==> config.mk <==
export PLATFORM = sky130hd
export DESIGN_NAME = alu_arbiter
export DESIGN_NICKNAME = d
export VERILOG_FILES = /design/src/rtl/alu_arbiter.sv
export SDC_FILE = /design/constraint.sdc
export NUM_CORES = 1
export LEC_CHECK = 0
export ABC_CLOCK_PERIOD_IN_PS = 4200
export BUFFER_PORTS_ARGS = -buffer_cell sky130_fd_sc_hd__buf_2
export CAP_MARGIN = 20
export CORE_ASPECT_RATIO = 1.2
export CORE_MARGIN = 5
export CORE_UTILIZATION = 50
export CTS_BUF_LIST = sky130_fd_sc_hd__clkbuf_4 sky130_fd_sc_hd__clkbuf_8
export DETAILED_ROUTE_END_ITERATION = 8
export PLACE_DENSITY = 0.95
export SYNTH_ARGS = -nofsm -noshare
export SYNTH_HDL_FRONTEND = slang
export SYNTH_SLANG_ARGS = --single-unit
==> constraint.sdc <==
create_clock -name clk -period 4.2 [get_ports clk]
set_input_delay 0.84 -clock clk [delete_from_list [all_inputs] [get_ports clk]]
set_output_delay 0.84 -clock clk [all_outputs]
set_load 0.02 [all_outputs]
==> src/rtl/alu_arbiter.sv <==
// alu_arbiter: round-robin front end that shares one ALU between requesters
// A and B. The winning op and operands are latched and held on alu_*; after
// ALU_LAT cycles the result and flags are captured and returned on rsp_*,
// tagged with the id of the requester that issued them.
//
// Handshakes: a transfer happens on a rising clk edge where valid && ready.
// The requester keeps valid and payload steady until that edge and may drop
// valid beforehand. Ready never depends on the same port's payload. The
// response side holds rsp_valid, rsp_id, rsp_res and rsp_flags until
// rsp_ready is seen.
module alu_arbiter #(
    parameter int WIDTH   = 32,
    parameter int ALU_LAT = 1
) (
    input  logic             clk,
    input  logic             rst_n,
    input  logic             a_req_valid,
    output logic             a_req_ready,
    input  logic [3:0]       a_op,
    input  logic [WIDTH-1:0] a_lhs,
    input  logic [WIDTH-1:0] a_rhs,
    input  logic             b_req_valid,
    output logic             b_req_ready,
    input  logic [3:0]       b_op,
    input  logic [WIDTH-1:0] b_lhs,
    input  logic [WIDTH-1:0] b_rhs,
    output logic             rsp_valid,
    input  logic             rsp_ready,
    output logic             rsp_id,
    output logic [WIDTH-1:0] rsp_res,
    output logic [3:0]       rsp_flags,
    output logic [3:0]       alu_op,
    output logic [WIDTH-1:0] alu_lhs,
    output logic [WIDTH-1:0] alu_rhs,
    input  logic [WIDTH-1:0] alu_res,
    input  logic [3:0]       alu_flags,
    output logic             busy
);

    typedef enum logic [1:0] {
        S_IDLE = 2'd0,
        S_EXEC = 2'd1,
        S_RESP = 2'd2
    } state_t;

    // Counter reload value; ALU_LAT is limited to 0..7.
    localparam logic [2:0] LAT_INIT = 3'(ALU_LAT);

    state_t     state;
    state_t     state_nxt;
    logic       last_grant;   // 0 = A served last, 1 = B served last
    logic [2:0] lat_cnt;
    logic       grant_a;
    logic       grant_b;
    logic       accept;

    // Round-robin grant, only offered while idle; a tie goes to the port
    // that was not served last.
    always_comb begin
        grant_a = 1'b0;
        grant_b = 1'b0;
        if (state == S_IDLE) begin
            if (a_req_valid && b_req_valid) begin
                grant_a = last_grant;
                grant_b = !last_grant;
            end else begin
                grant_a = a_req_valid;
                grant_b = b_req_valid;
            end
        end
    end

    assign a_req_ready = grant_a;
    assign b_req_ready = grant_b;
    assign accept      = grant_a || grant_b;
    assign rsp_valid   = (state == S_RESP);
    assign busy        = (state != S_IDLE);

    // Next-state logic: IDLE -> EXEC on accept, EXEC -> RESP when the
    // latency counter expires, RESP -> IDLE on the response handshake.
    always_comb begin
        state_nxt = state;
        case (state)
            S_IDLE: if (accept)          state_nxt = S_EXEC;
            S_EXEC: if (lat_cnt == 3'd0) state_nxt = S_RESP;
            S_RESP: if (rsp_ready)       state_nxt = S_IDLE;
            default:                     state_nxt = S_IDLE;
        endcase
    end

    // State register.
    always_ff @(posedge clk or negedge rst_n) begin
        if (!rst_n) state <= S_IDLE;
        else        state <= state_nxt;
    end

    // Operand latch, id/round-robin bookkeeping, latency count and result
    // capture. Operands are left in place after a response so alu_* keeps
    // showing the last issued op.
    always_ff @(posedge clk or negedge rst_n) begin
        if (!rst_n) begin
            alu_op     <= '0;
            alu_lhs    <= '0;
            alu_rhs    <= '0;
            rsp_id     <= 1'b0;
            rsp_res    <= '0;
            rsp_flags  <= '0;
            last_grant <= 1'b1;
            lat_cnt    <= '0;
        end else if (accept) begin
            alu_op     <= grant_b ? b_op  : a_op;
            alu_lhs    <= grant_b ? b_lhs : a_lhs;
            alu_rhs    <= grant_b ? b_rhs : a_rhs;
            rsp_id     <= grant_b;
            last_grant <= grant_b;
            lat_cnt    <= LAT_INIT;
        end else if (state == S_EXEC) begin
            if (lat_cnt == 3'd0) begin
                rsp_res   <= alu_res;
                rsp_flags <= alu_flags;
            end else begin
                lat_cnt <= lat_cnt - 3'd1;
            end
        end
    end

endmodule

# Word level (Yosys, flattened, before mapping)
# Cells that the tools add are included.
[totals] reg_bits=111 out_inout_bits=109 elab_cells=41
[op_classes] n_addsub=1 eq_ne=6 n_mux=14 bitwise=1 reduce_logical=10
[ops] operator="$mux 32" n=2
[ops] operator="$mux 3" n=3
[ops] operator="$mux 2" n=3
[ops] operator="$ne 2x2->1 const B" n=3
[ops] operator="$pmux 2 s3" n=1
[ops] operator="$reduce_and 3->1" n=2
[ops] operator="$mux 1" n=4
[ops] operator="$mux 4" n=1
[ops] operator="$reduce_bool 2->1" n=2
[ops] operator="$logic_not 3->1" n=1
[ops] operator="$sub 3x1->3 const B" n=1
[ops] operator="$eq 2x1->1 const B" n=1
[ops] operator="$eq 2x2->1 const B" n=1
[ops] operator="$logic_not 2->1" n=1
[ops] operator="$ne 2x1->1 const B" n=1
[ops] operator="$reduce_and 2->1" n=1
[ops] operator="$logic_and 1x1->1" n=1
[ops] operator="$logic_not 1->1" n=1
[ops] operator="$logic_or 1x1->1" n=1
[ops] operator="$not 1->1" n=1

# Longest topological paths before layout
# Gate-level depths: netlist of the first run.
[logic_depth] word_depth=6 depth_mapped=7 depth_no_buf=6

# Worst setup path after synthesis of the first run
# Ideal clock, no wire load.
[synth_timing] path_type="input to output" from="input port b_req_valid" to="output port b_req_ready" arrival_time_ns=1.816 setup_slack_ns=1.544 path_stages=4 path_buffers=2 cell_sequence="nor3b_2 and2_1 clkbuf_1 clkbuf_1"
[synth_between] elab_chain_cells=3
[synth_lines] item="start: declaration" line="22" rtl="input logic b_req_valid,"
[synth_lines] item="$logic_and 1x1->1" line="63" rtl="if (a_req_valid && b_req_valid) begin"
[synth_lines] item="$mux 1 (*)" line="63"
[synth_lines] item="$mux 1 (*)" line="62" rtl="if (state == S_IDLE) begin"
[synth_lines] item="end: declaration" line="23" rtl="output logic b_req_ready,"
# Mark *: on every way between the ends. The rest lies on a longest branch, timed or not.

# Final worst setup path of the first run
[layout_timing] from="register state[1]" to="output port busy"
[layout_between] elab_chain_cells=1
[layout_lines] item="start: declaration" line="49" rtl="state_t state;"
[layout_lines] item="start signal: assignment" line="94" rtl="else state <= state_nxt;"
[layout_lines] item="$reduce_bool 2->1" line="77" rtl="assign busy = (state != S_IDLE);"
[layout_lines] item="end: declaration" line="37" rtl="output logic busy"
# Every way passes these cells.

==> summary.txt, run 1 <==
Layout
  • Share of layout cells above drive strength 1: 47.9%
  • Area of the multi-input gates: 1940 um^2
  • Diodes inserted: 0
  • Area grow syn2layout: 32.0%
  • Most frequent cells in the layout: 284 x buf_2, 110 x dfrtp_1, 73 x inv_1, 70 x o21ai_0, 68 x nand3_1
  • Fin util: 68.0%
  • Nets: 934
  • Layout Cells excl Fill: 886
  • Final-layout fill cell count: 756
  • Final Cell Area: 6840 um^2
  • Flip-flop and latch area: 2780 um^2
  • Commonest non-fill, non-tap cell in the layout: buf_2

CTS
  • Clk root buf: clkbuf_8
  • Maximum clock path buffer count: 2
  • CTS tree: done
  • CTS Buf Count: 9
  • Clock Latency Late Sink: 0.36 ns
  • H-tree levels: 3
  • Worst-path clk slew: 0.10 ns
  • Number of setup buffers added after CTS: 0
  • Cts hold-fix bufs: 0
  • CTS sink cnt: 111
  • Post-CTS Resized: 0

Logic synthesis
  • Cells after Synth: 499
  • Asr flop ratio synth: 100%
  • Post-synth EDFFs: 0
  • Synth Register Bits: 111
  • Yosys warning count: 0
  • Syn_nets: 678
  • Mapped cell area: 5190 um^2
  • Netlist cell types: 26
  • Seq/Total Area, Yosys: 53.6%
  • Ys flop type: dfrtp_1
  • Mean Syn Cell Area: 10.4 um^2

GRT
  • Total gr overflow: 0
  • Largest net degree at the start of global routing: 70
  • Initial antenna violation count: 2
  • First-pass GRT wire length: 25.2 mm
  • GRT Total Usage: 25.4%
  • Vias in the first global route: 4,974

STA
  • RSZ-0062 raised after global routing: no
  • Slew margin rel.: 46.3%
  • Max Slew Vio Count: 0
  • Worst hold slack: 0.510 ns
  • Slew @ Worst Pin: 0.806 ns
  • Tmin final: 2.73 ns
  • Clock skew: 0.0158 ns
  • Final Hold Fails: 0
  • Fmax achieved: 366 MHz
  • Tcrit/Tclk final: 65.1%
  • Final setup vio count: 0
  • Setup TNS: 0 ns

Detailed routing
  • Drc violations: 0
  • Starting DRT DRC Count: 400
  • Detailed Routing Iterations Pass 1: 5
  • DR WL/cell: 18.8 um
  • Routed Antenna Nets: 0
  • Total number of vias: 5,036
  • Via/cell ratio: 5.68
  • Final wirelength: 16.6 mm

Placement
  • Dpl cell area: 6650 um^2
  • Placed Instances: 870
  • I/O Buffers: 285
  • Global placement routability congestion: 0.811
  • DPL Wire Length: 12.2 mm

Floorplan
  • Die W: 103 um
  • Die Ht: 122 um
  • Row cnt: 40
  • Core Area: 10,100 um^2
  • IO Count: 286
  • Initial Util: 51.6%
  • Die area: 12,500 um^2

Worst setup path
  • CP Data Required Time: 3.36 ns
  • Critical Path Start Type: flop
  • Crit path kind: reg -> out
  • Arrival time at the worst endpoint: 1.89 ns
  • Worst setup EP type: output port
  • Critical-path maximum fanout: 65

Hold path
  • Min-Delay Path Class: reg -> reg

Flow run
  • Max Cap Viol: 0

Power
  • LEAKAGE: 0.00347 uW
  • VDD IR max: 428 uV
  • PwrDens: 794 nW/um^2

Outcome
  • Outcome: completed
cells in the mapped netlist, types with 2 or more instances:
| master | instances | area share (%) |
|---|---|---|
| a211oi_1 | 2 | 0.29 |
| buf_2 | 10 | 0.97 |
| buf_6 | 2 | 0.43 |
| clkbuf_1 | 37 | 2.7 |
| dfrtp_1 | 110 | 53 |
| ha_1 | 2 | 0.48 |
| inv_1 | 73 | 5.3 |
| mux2_2 | 36 | 7.8 |
| nand2_1 | 2 | 0.14 |
| nand2b_1 | 2 | 0.24 |
| nand3_1 | 68 | 6.6 |
| nor2_1 | 6 | 0.43 |
| o21ai_0 | 70 | 6.8 |
| o311ai_0 | 8 | 1.4 |
| o311ai_1 | 50 | 8.4 |
| o311ai_2 | 10 | 3.1 |
| or2_1 | 2 | 0.24 |
worst paths after layout:
check	from	cells after the start	endpoint	slack [ns]
min in group asynchronous	rst_n	1	rsp_res[19]	0.55
max reg2reg	state[0]	4	alu_rhs[27]	1.93
max	state[1]	3	busy	1.47
max in group asynchronous	rst_n	2	alu_rhs[15]	2.77
min reg2reg	rsp_res[4]	1	rsp_res[4]	0.51
min	rsp_res[4]	1	rsp_res[4]	0.51
cells by family (layout without fill, tap and decap cells):
family	count (synthesis)	after routing	synth area share [%]
AOI/OAI and AO/OA	140	140	20.0
adders and majority gates	2	2	0.482
buffers and inverters	122	383	9.36
and+or+nand+nor	87	87	8.61
DFF	111	111	53.6
xor gates and xnor gates	1	1	0.169
muxes	36	36	7.82
layout make-up:
cell class / count / area share (%)
repair buffers: 294 / 21.9
inverters: 73 / 4.00
well taps: 126 / 2.30
clock buffers: 10 / 1.92
flip-flops and latches: 111 / 40.6
clock inverters: 6 / 0.969
multi-input cells: 266 / 28.3
per-stage QoR:
step,power (uW),worst slack [ns]
detailed placement,4830,1.68
floorplan,3810,1.54
global route,5770,1.38
CTS,5480,1.48
global placement,4680,1.74
finish,5440,1.47
where the power goes:
group	switching, uW	internal [uW]
combinational	1840	1040
clock	360	288
sequential	276	1630
layer usage:
| layer | global-route usage [%] | up-vias | wire (um) |
|---|---|---|---|
| met5 | 0 | - | 27 |
| met1 | 29.7 | 2397 | 5690 |
| li1 | - | 2296 | - |
| met2 | 44.4 | 302 | 8640 |
| met3 | 7.22 | 37 | 1870 |
| met4 | 8.26 | 4 | 411 |
worst max-delay path, stage by stage (launching register included):
cell and delay, ns:
dfrtp_1 0.45, or2_2 0.24, buf_4 0.54, buf_2 0.28
sequential cells by signal (all words and copies together), names as in the netlist:
name / flops
rsp_res: 32
rsp_flags: 4
state: 2
rsp_id: 1
alu_lhs: 32
last_grant: 1
lat_cnt: 3
alu_op: 4
alu_rhs: 32
No activity file was read; power rests on OpenSTA's default activity.
==> run 2, diff against run 1 <==
==> config.mk (replaced) <==
export PLATFORM = sky130hd
export DESIGN_NAME = alu_arbiter
export DESIGN_NICKNAME = d
export VERILOG_FILES = /design/src/rtl/alu_arbiter.sv
export SDC_FILE = /design/constraint.sdc
export NUM_CORES = 1
export LEC_CHECK = 0
export ABC_CLOCK_PERIOD_IN_PS = 2420
export BUFFER_PORTS_ARGS = -buffer_cell sky130_fd_sc_hd__buf_2
export CAP_MARGIN = 20
export CORE_ASPECT_RATIO = 1.2
export CORE_MARGIN = 5
export CORE_UTILIZATION = 42
export CTS_BUF_LIST = sky130_fd_sc_hd__clkbuf_4 sky130_fd_sc_hd__clkbuf_8
export DETAILED_ROUTE_END_ITERATION = 8
export PLACE_DENSITY = 0.86
export SYNTH_ARGS = -nofsm -noshare
export SYNTH_HDL_FRONTEND = slang
export SYNTH_SLANG_ARGS = --single-unit
==> constraint.sdc (replaced) <==
create_clock -name clk -period 2.42 [get_ports clk]
set_input_delay 0.484 -clock clk [delete_from_list [all_inputs] [get_ports clk]]
set_output_delay 0.484 -clock clk [all_outputs]
set_load 0.02 [all_outputs]
==> run 2 against run 1 <==
  * Largest power group unchanged
  * Register-to-register slack worse by 1.5 ns
  * Sequential cell count unchanged
  * Sequential share of layout area down 0.39 points
  * Die area up 17%
  * First-iteration DRC count shrank 21%
  * Combinational power increased by 72%
  * Hold slack lost 0.34 ns
  * Largest cell class unchanged
  * Critical path depth stayed put
==> summary.txt, run 2 (synthesis results as in run 1) <==
Outcome
  • Outcome: completed (unchanged)

Power
  • PwrDens: 1350 nW/um^2 (was 794 nW/um^2)
  • VDD IR max: 958 uV (was 428 uV)
  • LEAKAGE: 0.00348 uW (was 0.00347 uW)

STA
  • Max Slew Vio Count: 0 (unchanged)
  • Slew @ Worst Pin: 0.733 ns (was 0.806 ns)
  • RSZ-0062 raised after global routing: no (unchanged)
  • Tmin final: 2.19 ns
  • Clock skew: 0.0116 ns (was 0.0158 ns)
  • Tcrit/Tclk final: 90.5%
  • Fmax achieved: 457 MHz
  • Final setup vio count: 0 (unchanged)
  • Setup TNS: 0 ns (unchanged)
  • Final Hold Fails: 0 (unchanged)
  • Slew margin rel.: 51.1% (was 46.3%)

Layout
  • Diodes inserted: 0 (unchanged)
  • Fin util: 57.1% (was 68.0%)
  • Flip-flop and latch area: 2780 um^2 (unchanged)
  • Most frequent cells in the layout: 284 x buf_2, 110 x dfrtp_1, 73 x inv_1, 70 x o21ai_0, 68 x nand3_1 (unchanged)
  • Biggest regs: alu_lhs: 32 flops, alu_rhs: 32 flops, rsp_res: 32 flops (unchanged)
  • Nets: 936 (was 934)
  • Area grow syn2layout: 33.2% (was 32.0%)
  • Commonest non-fill, non-tap cell in the layout: buf_2 (unchanged)
  • Area of the multi-input gates: 1940 um^2 (unchanged)
  • Share of layout cells above drive strength 1: 48.0% (was 47.9%)
  • Final-layout fill cell count: 1,103 (was 756)

Worst setup path
  • Worst setup EP type: output port (unchanged)
  • Critical Path Start Type: flop (unchanged)
  • Slowest stage cell, crit path: dfrtp_1 (was buf_4)
  • Worst path max stage delay: 0.45 ns (was 0.54 ns)
  • Buf/Inv on CP: 1 (was 2)
  • CP Data Required Time: 1.94 ns (was 3.36 ns)
  • Crit path kind: reg -> out (unchanged)
  • Arrival time at the worst endpoint: 1.71 ns (was 1.89 ns)
  • Cells along the critical path: or2_2 -> nor3_1 -> buf_2 (was or2_2 -> buf_4 -> buf_2)
  • Critical-path maximum fanout: 16 (was 65)
  • Top delay family on crit path: simple AND/OR/NAND/NOR gates (was buffers and inverters)

Detailed routing
  • Via/cell ratio: 5.32 (was 5.68)
  • Final wirelength: 15.5 mm (was 16.6 mm)
  • Drc violations: 0 (unchanged)
  • DR WL/cell: 16.8 um (was 18.8 um)
  • Starting DRT DRC Count: 316 (was 400)
  • Detailed Routing Iterations Pass 1: 5 (unchanged)
  • Total number of vias: 4,907 (was 5,036)
  • Routed Antenna Nets: 0 (unchanged)

GRT
  • Total gr overflow: 0 (unchanged)
  • Vias in the first global route: 5,016 (was 4,974)
  • First-pass GRT wire length: 24.6 mm (was 25.2 mm)
  • Initial antenna violation count: 0 (was 2)
  • Largest net degree at the start of global routing: 112 (was 70)
  • GRT Total Usage: 20.2% (was 25.4%)

CTS
  • H-tree levels: 3 (unchanged)
  • CTS Buf Count: 9 (unchanged)
  • Post-CTS Resized: 0 (unchanged)
  • Cts hold-fix bufs: 0 (unchanged)
  • Worst-path clk slew: 0.11 ns (was 0.10 ns)
  • CTS sink cnt: 111 (unchanged)
  • CTS tree: done (unchanged)
  • Clock Latency Late Sink: 0.36 ns (about the same)
  • Maximum clock path buffer count: 2 (unchanged)
  • Clk root buf: clkbuf_8 (unchanged)
  • Number of setup buffers added after CTS: 0 (unchanged)

Flow run
  • Max Cap Viol: 0 (unchanged)

Floorplan
  • Initial Util: 42.8% (was 51.6%)
  • Die W: 111 um (was 103 um)
  • IO Count: 286 (unchanged)
  • Row cnt: 44 (was 40)
  • Die Ht: 132 um (was 122 um)
  • Die area: 14,700 um^2 (was 12,500 um^2)
  • Core Area: 12,100 um^2 (was 10,100 um^2)

Placement
  • DPL Wire Length: 11.4 mm (was 12.2 mm)
  • Global placement routability congestion: 0.824 (was 0.811)
  • I/O Buffers: 285 (unchanged)

Hold path
  • Min-Delay Path Class: in -> async (was reg -> reg)
[run 2: cell types whose count changed in the layout (fill, tap and decap cells not counted), sizes merged]
cell	previous run	this run
inv	76	75
bufinv	1	0
clkbuf	10	9
buf	294	296
clkinv	2	5
[run 2: layout make-up]
type	count	area share, %
tap	161	2.92
timing repair buffer	296	22.2
sequential	111	40.2
clock buffer	9	1.79
clock inverter	7	0.815
multi-input combinational	266	28.1
inverter	73	3.97
[run 2: power by group]
part           internal (uW)  switching (uW)
Clock                    388             642
Sequential              2830             490
Combinational           1850            3090
Total                   5070            4220
[run 2: per-stage QoR]
| step | power [uW] | setup WS [ns] | instances | cell area (um^2) | hold slack (ns) |
|---|---|---|---|---|---|
| 2_1_floorplan | 6620 | 0.452 | 499 | 5190 | 0.188 |
| 3_3_place_gp | 8190 | 0.513 | 907 | 6730 | 0.482 |
| 3_5_place_dp | 8360 | 0.392 | 907 | 6730 | 0.488 |
| 4_1_cts | 9390 | 0.216 | 923 | 6910 | 0.192 |
| 5_1_grt | 9930 | 0.154 | 923 | 6910 | 0.215 |
| 6_report | 9300 | 0.230 | 923 | 6910 | 0.175 |
[run 2: final timing paths]
kind	slack, ns	depth (start not counted)	from	to
max	0.23	3	state[0]	a_req_ready
min	0.18	2	rst_n	rsp_res[23]
max reg2reg	0.39	4	state[0]	alu_lhs[12]
min reg2reg	0.51	1	rsp_res[15]	rsp_res[15]
max in group asynchronous	1.80	2	rst_n	alu_rhs[24]
min in group clk	0.34	2	alu_res[8]	rsp_res[8]
[run 2: layer usage]
metal | part of all wire, % | up-vias | wire length, um | global-route usage, %
li1 | - | 2304 | - | -
met1 | 37 | 2320 | 5810 | 23.3
met2 | 52 | 234 | 8100 | 35.5
met3 | 6.7 | 49 | 1040 | 4.55
met4 | 3.7 | 0 | 571 | 9.26
met5 | 0 | - | 0 | 0
[run 2: worst reg2reg max path, delay by kind of cell (launching register included)]
family	cells	cell delay, ns
buffers and inverters	1	0.25
AO/OA/AOI/OAI	1	0.31
flip-flops	1	0.45
AND/OR/NAND/NOR	2	0.92
==> run 3, diff against run 2 <==
==> config.mk (replaced) <==
export PLATFORM = sky130hd
export DESIGN_NAME = alu_arbiter
export DESIGN_NICKNAME = d
export VERILOG_FILES = /design/src/rtl/alu_arbiter.sv
export SDC_FILE = /design/constraint.sdc
export NUM_CORES = 1
export LEC_CHECK = 0
export CAP_MARGIN = 20
export CORE_AREA = 5 5 109 111
export CTS_BUF_LIST = sky130_fd_sc_hd__clkbuf_4 sky130_fd_sc_hd__clkbuf_8
export DETAILED_ROUTE_END_ITERATION = 8
export DIE_AREA = 0 0 114 116
export DONT_BUFFER_PORTS = 1
export PLACE_DENSITY = 0.73
export SYNTH_ARGS = -nofsm -noshare
export SYNTH_HDL_FRONTEND = slang
export SYNTH_SLANG_ARGS = --single-unit
==> run 3 against run 2 <==
  * The flow now finishes with violations (hold timing)
  * Clock-buffer cell count is 1 higher
  * Sequential cell count stayed put
  * Combinational power is 48% lower
  * Core utilization is 5.6 points lower
  * Sequential power is 42% higher
  * Total power is 6.9% lower
  * Cell count is 33% lower
  * Global-route usage is 1.3 points higher
  * Setup slack better by 0.023 ns
  * Die area is 9.9% lower
  * Register-to-register slack better by 0.12 ns
==> summary.txt, run 3 (synthesis results as in run 1) <==
Outcome
  • Outcome: finished with violations (was completed)
  • Failing checks: hold timing

Worst setup path
  • Top delay family on crit path: flip-flops (was simple AND/OR/NAND/NOR gates)
  • Critical-path maximum fanout: 42 (was 16)
  • CP Data Required Time: 1.94 ns (about the same)
  • Slowest stage cell, crit path: dfrtp_1 (unchanged)
  • Buf/Inv on CP: 1 (unchanged)
  • Critical Path Start Type: flop (unchanged)
  • Reg2Reg Launch Point: state[0] (unchanged)
  • Crit path kind: reg -> out (unchanged)
  • Crit. Startpoint: state[1] (was state[0])
  • Worst setup EP type: output port (unchanged)
  • Cells along the critical path: or2_4 -> buf_4 (was or2_2 -> nor3_1 -> buf_2)
  • Arrival time at the worst endpoint: 1.68 ns (was 1.71 ns)
  • Worst path max stage delay: 0.46 ns (was 0.45 ns)

STA
  • Worst hold slack: -0.209 ns (was 0.175 ns)
  • Max Slew Vio Count: 0 (unchanged)
  • Fmax achieved: 461 MHz (was 457 MHz)
  • Tcrit/Tclk final: 89.6% (was 90.5%)
  • RSZ-0062 raised after global routing: no (unchanged)
  • Slew @ Worst Pin: 0.742 ns (was 0.733 ns)
  • Tmin final: 2.17 ns (was 2.19 ns)
  • Clock skew: 0.0107 ns (was 0.0116 ns)
  • Final setup vio count: 0 (unchanged)
  • Slew margin rel.: 50.5% (was 51.1%)
  • Setup TNS: 0 ns (unchanged)
  • Final Hold Fails: 111 (was 0)

GRT
  • GRT Total Usage: 21.5% (was 20.2%)
  • Total gr overflow: 0 (unchanged)
  • Largest net degree at the start of global routing: 112 (unchanged)
  • Initial antenna violation count: 0 (unchanged)
  • First-pass GRT wire length: 22.3 mm (was 24.6 mm)
  • Vias in the first global route: 4,100 (was 5,016)

CTS
  • Worst-path clk slew: 0.10 ns (was 0.11 ns)
  • Clk root buf: clkbuf_8 (unchanged)
  • CTS tree: done (unchanged)
  • Clock Latency Late Sink: 0.37 ns (was 0.36 ns)
  • CTS Buf Count: 9 (unchanged)
  • CTS sink cnt: 111 (unchanged)
  • H-tree levels: 3 (unchanged)
  • Maximum clock path buffer count: 2 (unchanged)

Detailed routing
  • DR WL/cell: 23.6 um (was 16.8 um)
  • Total number of vias: 3,929 (was 4,907)
  • Routed Antenna Nets: 0 (unchanged)
  • Starting DRT DRC Count: 319 (was 316)
  • Final wirelength: 14.6 mm (was 15.5 mm)
  • Detailed Routing Iterations Pass 1: 4 (was 5)
  • Via/cell ratio: 6.37 (was 5.32)
  • Drc violations: 0 (unchanged)

Floorplan
  • Die Ht: 116 um (was 132 um)
  • Die W: 114 um (was 111 um)
  • Die area: 13,200 um^2 (was 14,700 um^2)
  • Row cnt: 38 (was 44)
  • IO Count: 286 (unchanged)
  • Core Area: 10,700 um^2 (was 12,100 um^2)
  • Initial Util: 48.5% (was 42.8%)

Layout
  • Biggest regs: alu_lhs: 32 flops, alu_rhs: 32 flops, rsp_res: 32 flops (unchanged)
  • Nets: 651 (was 936)
  • Final-layout fill cell count: 978 (was 1,103)
  • Area of the multi-input gates: 1940 um^2 (about the same)
  • Most frequent cells in the layout: 110 x dfrtp_1, 73 x inv_1, 70 x o21ai_0, 68 x nand3_1, 50 x o311ai_1 (was 284 x buf_2, 110 x dfrtp_1, 73 x inv_1, 70 x o21ai_0, 68 x nand3_1)
  • Flip-flop and latch area: 2780 um^2 (unchanged)
  • Share of layout cells above drive strength 1: 17.0% (was 48.0%)
  • Diodes inserted: 0 (unchanged)
  • Area grow syn2layout: 6.15% (was 33.2%)
  • Commonest non-fill, non-tap cell in the layout: dfrtp_1 (was buf_2)

Power
  • VDD IR max: 609 uV (was 958 uV)
  • PwrDens: 1570 nW/um^2 (was 1350 nW/um^2)
  • Total power draw: 8650 uW (was 9300 uW)
  • LEAKAGE: 0.00236 uW (was 0.00348 uW)

Placement
  • DPL Wire Length: 10.5 mm (was 11.4 mm)
  • Global placement routability congestion: 0.795 (was 0.824)
  • I/O Buffers: 0 (was 285)

Flow run
  • Max Cap Viol: 0 (unchanged)

Hold path
  • Min-Delay Path Class: in -> async (unchanged)
==> run 3: cell types whose count changed in the layout (fill, tap and decap cells not counted) <==
cell | before | now
clkinv_2 | 2 | 0
or2_2 | 3 | 2
bufinv_16 | 0 | 3
buf_2 | 284 | 0
clkinvlp_4 | 0 | 1
buf_4 | 10 | 11
buf_12 | 2 | 0
clkinv_4 | 3 | 1
inv_8 | 1 | 0
or2_4 | 0 | 1
clkbuf_8 | 9 | 10
==> run 3: worst paths after layout <==
path                               end  slack [ns]  cells after the start
hold / removal              alu_rhs[7]       -0.21                      0
setup reg to reg           alu_lhs[26]        0.51                      4
setup / recovery                  busy        0.25                      2
min in group clk              state[1]        0.21                      1
max in group asynchronous   last_grant        2.42                      0
hold reg to reg             last_grant        0.50                      2
==> run 3: report_power, final <==
group	internal [uW]	switching (uW)
registers	2830	1870
logic	1120	1470
clock network	722	645
total	4670	3980
==> run 3: worst reg2reg max path: cells and delay by family (launching register included) <==
family | cells | cell delay [ns]
simple gates | 2 | 0.75
flops | 1 | 0.45
buf+inv | 1 | 0.26
compound gates | 1 | 0.35
==> run 3: stage by stage <==
stage	utilization, %	instances	area (um^2)	setup slack, ns
4_1_cts	51.4	617	5500	0.0683
5_1_grt	51.5	617	5510	0.123
3_5_place_dp	49.1	601	5250	0.336
3_3_place_gp	49.1	601	5250	0.421
6_report	51.5	617	5510	0.253
2_1_floorplan	-	499	5190	0.452
==> run 3: layout make-up <==
class | instances | area share [%]
Tap cell | 140 | 3.18
Timing Repair Buffer | 11 | 1.50
Inverter | 73 | 4.98
Sequential cell | 111 | 50.5
Multi-Input combinational cell | 266 | 35.3
Clock buffer | 10 | 2.50
Clock inverter | 6 | 2.09
==> run 3: layer usage <==
| layer | global-route usage [%] | vias up | wire length [um] |
|---|---|---|---|
| met5 | 0 | - | 0 |
| met4 | 9.03 | 0 | 364 |
| met3 | 9.61 | 29 | 1910 |
| met2 | 34.8 | 264 | 7270 |
| met1 | 24.9 | 1912 | 5010 |
| li1 | - | 1724 | - |
==> run 3: what timing repair did <==
item | CTS | global route
setup endpoints to repair | 0 | 2
buffers inserted | 0 | 0
resized for setup | 0 | 1
endpoints found under the hold margin | 111 | 111
